--- config.mk ---
export PLATFORM = sky130hd
export DESIGN_NAME = keypad_scanner
export DESIGN_NICKNAME = d
export VERILOG_FILES = /design/src/rtl/keypad_scanner.sv
export SDC_FILE = /design/constraint.sdc
export NUM_CORES = 1
export LEC_CHECK = 0
export BUFFER_PORTS_ARGS = -buffer_cell sky130_fd_sc_hd__buf_2
export CAP_MARGIN = 25
export CELL_PAD_IN_SITES_DETAIL_PLACEMENT = 1
export CELL_PAD_IN_SITES_GLOBAL_PLACEMENT = 2
export CORE_MARGIN = 4
export CORE_UTILIZATION = 37
export DETAILED_ROUTE_END_ITERATION = 8
export PLACE_DENSITY = 0.81
export SKIP_CTS_REPAIR_TIMING = 1
export SLEW_MARGIN = 30
export SYNTH_ARGS = -nofsm -noshare
export SYNTH_HDL_FRONTEND = slang
export SYNTH_SLANG_ARGS = --single-unit
--- constraint.sdc ---
create_clock -name clk -period 3.9 [get_ports clk]
set_input_delay 0.585 -clock clk [delete_from_list [all_inputs] [get_ports clk]]
set_output_delay 0.585 -clock clk [all_outputs]
set_load 0.005 [all_outputs]
--- src/rtl/keypad_scanner.sv ---
`default_nettype none
// ============================================================================
// Module   : keypad_scanner
// Brief    : 4x4 active-low matrix keypad scanner with frame-based debounce;
//            emits one keyboard_en strobe and a 4-bit code per accepted press.
// Revision : 1.0 - initial release
// ============================================================================
module keypad_scanner #(
    parameter int SCAN_DIV        = 4,
    parameter int DEBOUNCE_FRAMES = 3
) (
    input  logic       clk,
    input  logic       rst_n,
    input  logic [3:0] row_in,
    output logic [3:0] col_out,
    output logic       keyboard_en,
    output logic [3:0] keyboard_num,
    output logic       key_held
);

    localparam int c_SLOT_W = (SCAN_DIV > 1) ? $clog2(SCAN_DIV) : 1;
    localparam int c_DCNT_W = $clog2(DEBOUNCE_FRAMES + 1);

    localparam logic [c_SLOT_W-1:0] c_SLOT_LAST = c_SLOT_W'(SCAN_DIV - 1);
    localparam logic [c_DCNT_W-1:0] c_DCNT_DONE = c_DCNT_W'(DEBOUNCE_FRAMES);
    localparam logic [c_DCNT_W-1:0] c_DCNT_ONE  = c_DCNT_W'(1);

    localparam logic [1:0] c_IDLE       = 2'd0;
    localparam logic [1:0] c_DB_PRESS   = 2'd1;
    localparam logic [1:0] c_PRESSED    = 2'd2;
    localparam logic [1:0] c_DB_RELEASE = 2'd3;

    logic [3:0]          r_row_meta;
    logic [3:0]          r_row_sync;
    logic [c_SLOT_W-1:0] r_slot;
    logic [1:0]          r_col_idx;
    logic [1:0]          r_acc;
    logic [3:0]          r_code;
    logic [1:0]          r_state;
    logic [c_DCNT_W-1:0] r_dcnt;
    logic [3:0]          r_cand;
    logic                r_en;
    logic [3:0]          r_num;

    logic                w_slot_last;
    logic                w_frame_end;
    logic [3:0]          w_lows;
    logic [2:0]          w_col_lows;
    logic [1:0]          w_row_idx;
    logic [2:0]          w_sum;
    logic                w_none;
    logic                w_one;
    logic [3:0]          w_frame_code;
    logic [c_DCNT_W-1:0] w_dcnt_inc;

    // Two-stage synchroniser; idle rows read as all-high
    always_ff @(posedge clk or negedge rst_n) begin
        if (!rst_n) begin
            r_row_meta <= 4'hF;
            r_row_sync <= 4'hF;
        end else begin
            r_row_meta <= row_in;
            r_row_sync <= r_row_meta;
        end
    end

    assign w_slot_last = (r_slot == c_SLOT_LAST);
    assign w_frame_end = w_slot_last && (r_col_idx == 2'd3);

    always_ff @(posedge clk or negedge rst_n) begin
        if (!rst_n) begin
            r_slot    <= '0;
            r_col_idx <= 2'd0;
        end else if (w_slot_last) begin
            r_slot    <= '0;
            r_col_idx <= r_col_idx + 2'd1;
        end else begin
            r_slot    <= r_slot + c_SLOT_W'(1);
        end
    end

    assign col_out = ~(4'b0001 << r_col_idx);

    assign w_lows = ~r_row_sync;

    always_comb begin
        w_col_lows = 3'd0;
        w_row_idx  = 2'd0;
        for (int i = 3; i >= 0; i--) begin
            w_col_lows = w_col_lows + {2'b00, w_lows[i]};
            if (w_lows[i]) begin
                w_row_idx = 2'(i);
            end
        end
    end

    // r_acc saturates at 2: only NONE / ONE / MULTI matters per frame
    assign w_sum        = {1'b0, r_acc} + w_col_lows;
    assign w_none       = (w_sum == 3'd0);
    assign w_one        = (w_sum == 3'd1);
    assign w_frame_code = (w_col_lows != 3'd0) ? {w_row_idx, r_col_idx} : r_code;

    always_ff @(posedge clk or negedge rst_n) begin
        if (!rst_n) begin
            r_acc  <= 2'd0;
            r_code <= 4'h0;
        end else if (w_slot_last) begin
            if (w_frame_end) begin
                r_acc  <= 2'd0;
                r_code <= 4'h0;
            end else begin
                r_acc  <= (w_sum >= 3'd2) ? 2'd2 : w_sum[1:0];
                r_code <= w_frame_code;
            end
        end
    end

    assign w_dcnt_inc = (r_dcnt == '1) ? r_dcnt : r_dcnt + c_DCNT_ONE;

    always_ff @(posedge clk or negedge rst_n) begin
        if (!rst_n) begin
            r_state <= c_IDLE;
            r_dcnt  <= '0;
            r_cand  <= 4'h0;
            r_en    <= 1'b0;
            r_num   <= 4'h0;
        end else begin
            r_en <= 1'b0;
            if (w_frame_end) begin
                case (r_state)
                    c_IDLE: begin
                        if (w_one) begin
                            if (DEBOUNCE_FRAMES == 1) begin
                                r_num   <= w_frame_code;
                                r_en    <= 1'b1;
                                r_state <= c_PRESSED;
                                r_dcnt  <= '0;
                            end else begin
                                r_cand  <= w_frame_code;
                                r_dcnt  <= c_DCNT_ONE;
                                r_state <= c_DB_PRESS;
                            end
                        end
                    end
                    c_DB_PRESS: begin
                        if (w_one && (w_frame_code == r_cand)) begin
                            if (w_dcnt_inc >= c_DCNT_DONE) begin
                                r_num   <= r_cand;
                                r_en    <= 1'b1;
                                r_state <= c_PRESSED;
                                r_dcnt  <= '0;
                            end else begin
                                r_dcnt  <= w_dcnt_inc;
                            end
                        end else begin
                            r_state <= c_IDLE;
                            r_dcnt  <= '0;
                        end
                    end
                    c_PRESSED: begin
                        if (w_none) begin
                            if (DEBOUNCE_FRAMES == 1) begin
                                r_state <= c_IDLE;
                                r_dcnt  <= '0;
                            end else begin
                                r_state <= c_DB_RELEASE;
                                r_dcnt  <= c_DCNT_ONE;
                            end
                        end
                    end
                    default: begin
                        if (w_none) begin
                            if (w_dcnt_inc >= c_DCNT_DONE) begin
                                r_state <= c_IDLE;
                                r_dcnt  <= '0;
                            end else begin
                                r_dcnt  <= w_dcnt_inc;
                            end
                        end else begin
                            r_state <= c_PRESSED;
                            r_dcnt  <= '0;
                        end
                    end
                endcase
            end
        end
    end

    assign keyboard_en  = r_en;
    assign keyboard_num = r_num;
    assign key_held     = (r_state == c_PRESSED) || (r_state == c_DB_RELEASE);

endmodule
`default_nettype wire

==> flow_metrics.tcl <==
set metrics [dict create \
    outcome "finished clean" \
    grt_pass1_vias 1372 \
    ir_drop_mv 0.243 \
    clock_latency_ps 280 \
    dp.cells 234 \
    syn2layout_area_growth_pct 14.1 \
    drive_gt1_frac 0.200 \
    worst_path_largest_cell_delay_ps 510 \
    root_buffer "clkbuf_8" \
    drc 0 \
    viasPerCell 5.38 \
    antenna_cells 0 \
    period_share 0.970 \
    yosysSeqAreaShare 0.462 \
    die_y_um 75.8 \
    dpl.hpwl_um 3150 \
    layout.nets 209 \
    crit_buf_inv 1 \
    critPathSlowestCell "dfstp_2" \
    grt_antenna_before_repair 0 \
    path_clk_slew_ps 60 \
    clock_sinks 31 \
    boundaryPins 16 \
    yosysTopAreaCell "dfrtp_1" \
    wl_per_cell_um 17.0 \
    synth.avg_cell_area_sq_um 10.1 \
    drtPass1Iterations 5 \
    fin_setup_tns_ps 0 \
    tritoncts "built" \
    critPathLaunch "r_row_sync[0]$_DFF_PN1_" \
    syn_nets 188 \
    fin_cells 242 \
    start_kind "register" \
    gr-max-usage-layer "met2" \
    grt_max_degree 32 \
    num_rows 24 \
    slew_viol_final 0 \
    utilization 0.439 \
    cp_data_arrival_time_ps 3950 \
    finalHoldViolations 0 \
    cts_buffers 5 \
    gp_congestion 0.832 \
    groute.layer.met2.usage 0.275 \
    worst_slew_pin_slew_ps 692 \
    start_util 0.385 \
    synth_edf_count 0 \
    netlist_area_sq_um 1700 \
    crit_chain "inv_1 -> fa_1 -> ha_1 -> ha_1 -> fa_1 -> xor2_1 -> a2111o_1 -> a211o_4 -> nor3_4 -> mux2_2" \
    drtIter0Drc 40 \
    path_delay_family "adder cells" \
    r2r_cells 10 \
    reg2reg_slack_ps 120 \
    finalSetupViolCount 0 \
    p_leak_nw 0.908 \
    grt_setup_unrepaired "false" \
    met1_usage 0.209 \
    syn_inst 168 \
    hp-class "input port to asynchronous set/reset pin" \
    r2r-end "keyboard_num[2]$_DFFE_PN0P_" \
    core-area_sq_um 4410 \
    cap_violations 0 \
    p_per_area_nw_per_um2 453 \
    synth_seq_cells 31 \
    io_buffers 15 \
    grt-ovfl-total 0 \
    crit_type "register to register" \
    critPathCaptureType "register" \
    fillerInstances 507 \
    synth_top_area_frac 0.339 \
    routed_wl_um 4120 \
    met3_usage 0.0396 \
    max_freq_mhz 264 \
    dieArea_sq_um 5740 \
    grt_use_total 0.166 \
    grt_pass1_wl_um 6910 \
    reg2reg_from "r_row_sync[0]$_DFF_PN1_" \
    synthDistinctLibCells 39 \
    slew_headroom 0.539 \
    synthTopCellsByArea "dfrtp_1 (34%), dfstp_2 (12%), ha_1 (8.8%)" \
    crit_required_ps 4070 \
    ant_nets 0 \
    yosys_warnings 0 \
    fin_crit_ps 3780 \
    cp_max_fo 5 \
    cts_max_path_buffers 2 \
    dieWidth_um 75.8 \
    ys_async_sr_fraction 1.00 \
    vias 1302 \
    h-tree-depth 2 \
    ys.flop_type "dfrtp_1" \
    fin_skew_ps 5.26 \
]
==> worst reg2reg max path, stage by stage (launching register included) <==
cell	delay (ps)
dfstp_2	510
inv_1	70
fa_1	480
ha_1	190
ha_1	340
fa_1	460
xor2_1	210
a2111o_1	420
a211o_4	310
nor3_4	300
mux2_2	370
==> worst max path at each step <==
stage / to / slack (ps) / depth (start not counted)
2_1_floorplan: keyboard_num[0]$_DFFE_PN0P_ / 340 / 10
3_3_place_gp: keyboard_num[3]$_DFFE_PN0P_ / 230 / 10
3_5_place_dp: keyboard_num[3]$_DFFE_PN0P_ / 100 / 10
4_1_cts: keyboard_num[3]$_DFFE_PN0P_ / 100 / 10
5_1_grt: keyboard_num[2]$_DFFE_PN0P_ / 0.05 / 10
6_report: keyboard_num[2]$_DFFE_PN0P_ / 120 / 10
==> metrics by stage <==
step / hold WS (ps) / power (mW) / instance area (sq um) / setup WS (ps)
finish: 338 / 0.879 / 1940 / 119
global route: 364 / 0.938 / 1940 / 0.0533
CTS: 365 / 0.886 / 1930 / 95.5
detailed placement: 347 / 0.622 / 1840 / 102
global placement: 346 / 0.606 / 1840 / 227
floorplan: 289 / 0.548 / 1700 / 343
==> cell usage in the layout (no fill, tap or decap), types with 3 or more instances in the layout <==
master    instances
dfrtp_1          23
inv_1            19
nor2_1           16
buf_2            15
nand2_1          14
ha_1             12
a31oi_1          10
o21ai_0           9
dfstp_2           8
clkbuf_8          6
xnor2_1           5
xor2_1            4
mux2_2            4
o22ai_1           4
nand3_1           3
a21oi_1           3
==> flip-flops by register name (all words and copies together), names as in the netlist <==
| signal | count |
|---|---|
| keyboard_num | 4 |
| r_cand | 4 |
| r_code | 4 |
| r_row_meta | 4 |
| r_row_sync | 4 |
| r_acc | 2 |
| r_col_idx | 2 |
| r_dcnt | 2 |
| r_slot | 2 |
| r_state | 2 |
| keyboard_en | 1 |
==> layout make-up <==
| class | count | area (sq um) | area share |
|---|---|---|---|
| clock buffers | 7 | 86.3 | 0.0445 |
| clock inverters | 1 | 5.00 | 0.00258 |
| flip-flops and latches | 31 | 786 | 0.405 |
| well taps | 52 | 65.1 | 0.0335 |
| repair buffers | 16 | 82.6 | 0.0426 |
| multi-input cells | 116 | 843 | 0.435 |
| inverters | 19 | 71.3 | 0.0368 |
==> logic make-up (layout without fill, tap and decap cells) <==
| group | Yosys count | after routing | share of synthesized area |
|---|---|---|---|
| AO/OA/AOI/OAI | 41 | 41 | 0.161 |
| XOR/XNOR | 9 | 9 | 0.0464 |
| adder cells (fa/ha/maj) | 14 | 14 | 0.112 |
| buffers and inverters | 21 | 43 | 0.0464 |
| flip-flops | 31 | 31 | 0.462 |
| multiplexers | 6 | 6 | 0.0383 |
| AND/OR/NAND/NOR | 46 | 46 | 0.133 |
==> Yosys cell counts, drive strengths merged, types with 2 or more instances <==
master / count
a21oi: 3
o22ai: 4
a22o: 2
ha: 12
inv: 19
mux2i: 2
xnor2: 5
a31oi: 10
o21ai: 9
nand3: 3
nor2b: 2
nor3: 3
dfstp: 8
a211o: 2
or3: 2
nor2: 16
a21o: 2
clkbuf: 2
fa: 2
dfrtp: 23
a21boi: 2
nand2: 14
mux2: 4
xor2: 4
==> layer usage <==
| layer | vias to the layer above | share of wire | routed length [um] |
|---|---|---|---|
| li1 | 626 | - | - |
| met1 | 651 | 0.45 | 1860 |
| met2 | 20 | 0.51 | 2100 |
| met3 | 5 | 0.026 | 109 |
| met4 | 0 | 0.011 | 44 |
| met5 | - | 0 | 0 |
==> power breakdown <==
| group | internal (mW) | switching (mW) | total (mW) |
|---|---|---|---|
| clock | 0.142 | 0.117 | 0.259 |
| sequential | 0.360 | 0.0424 | 0.403 |
| combinational | 0.0843 | 0.133 | 0.217 |
| total | 0.587 | 0.292 | 0.879 |
No activity file was read; power rests on OpenSTA's default activity.
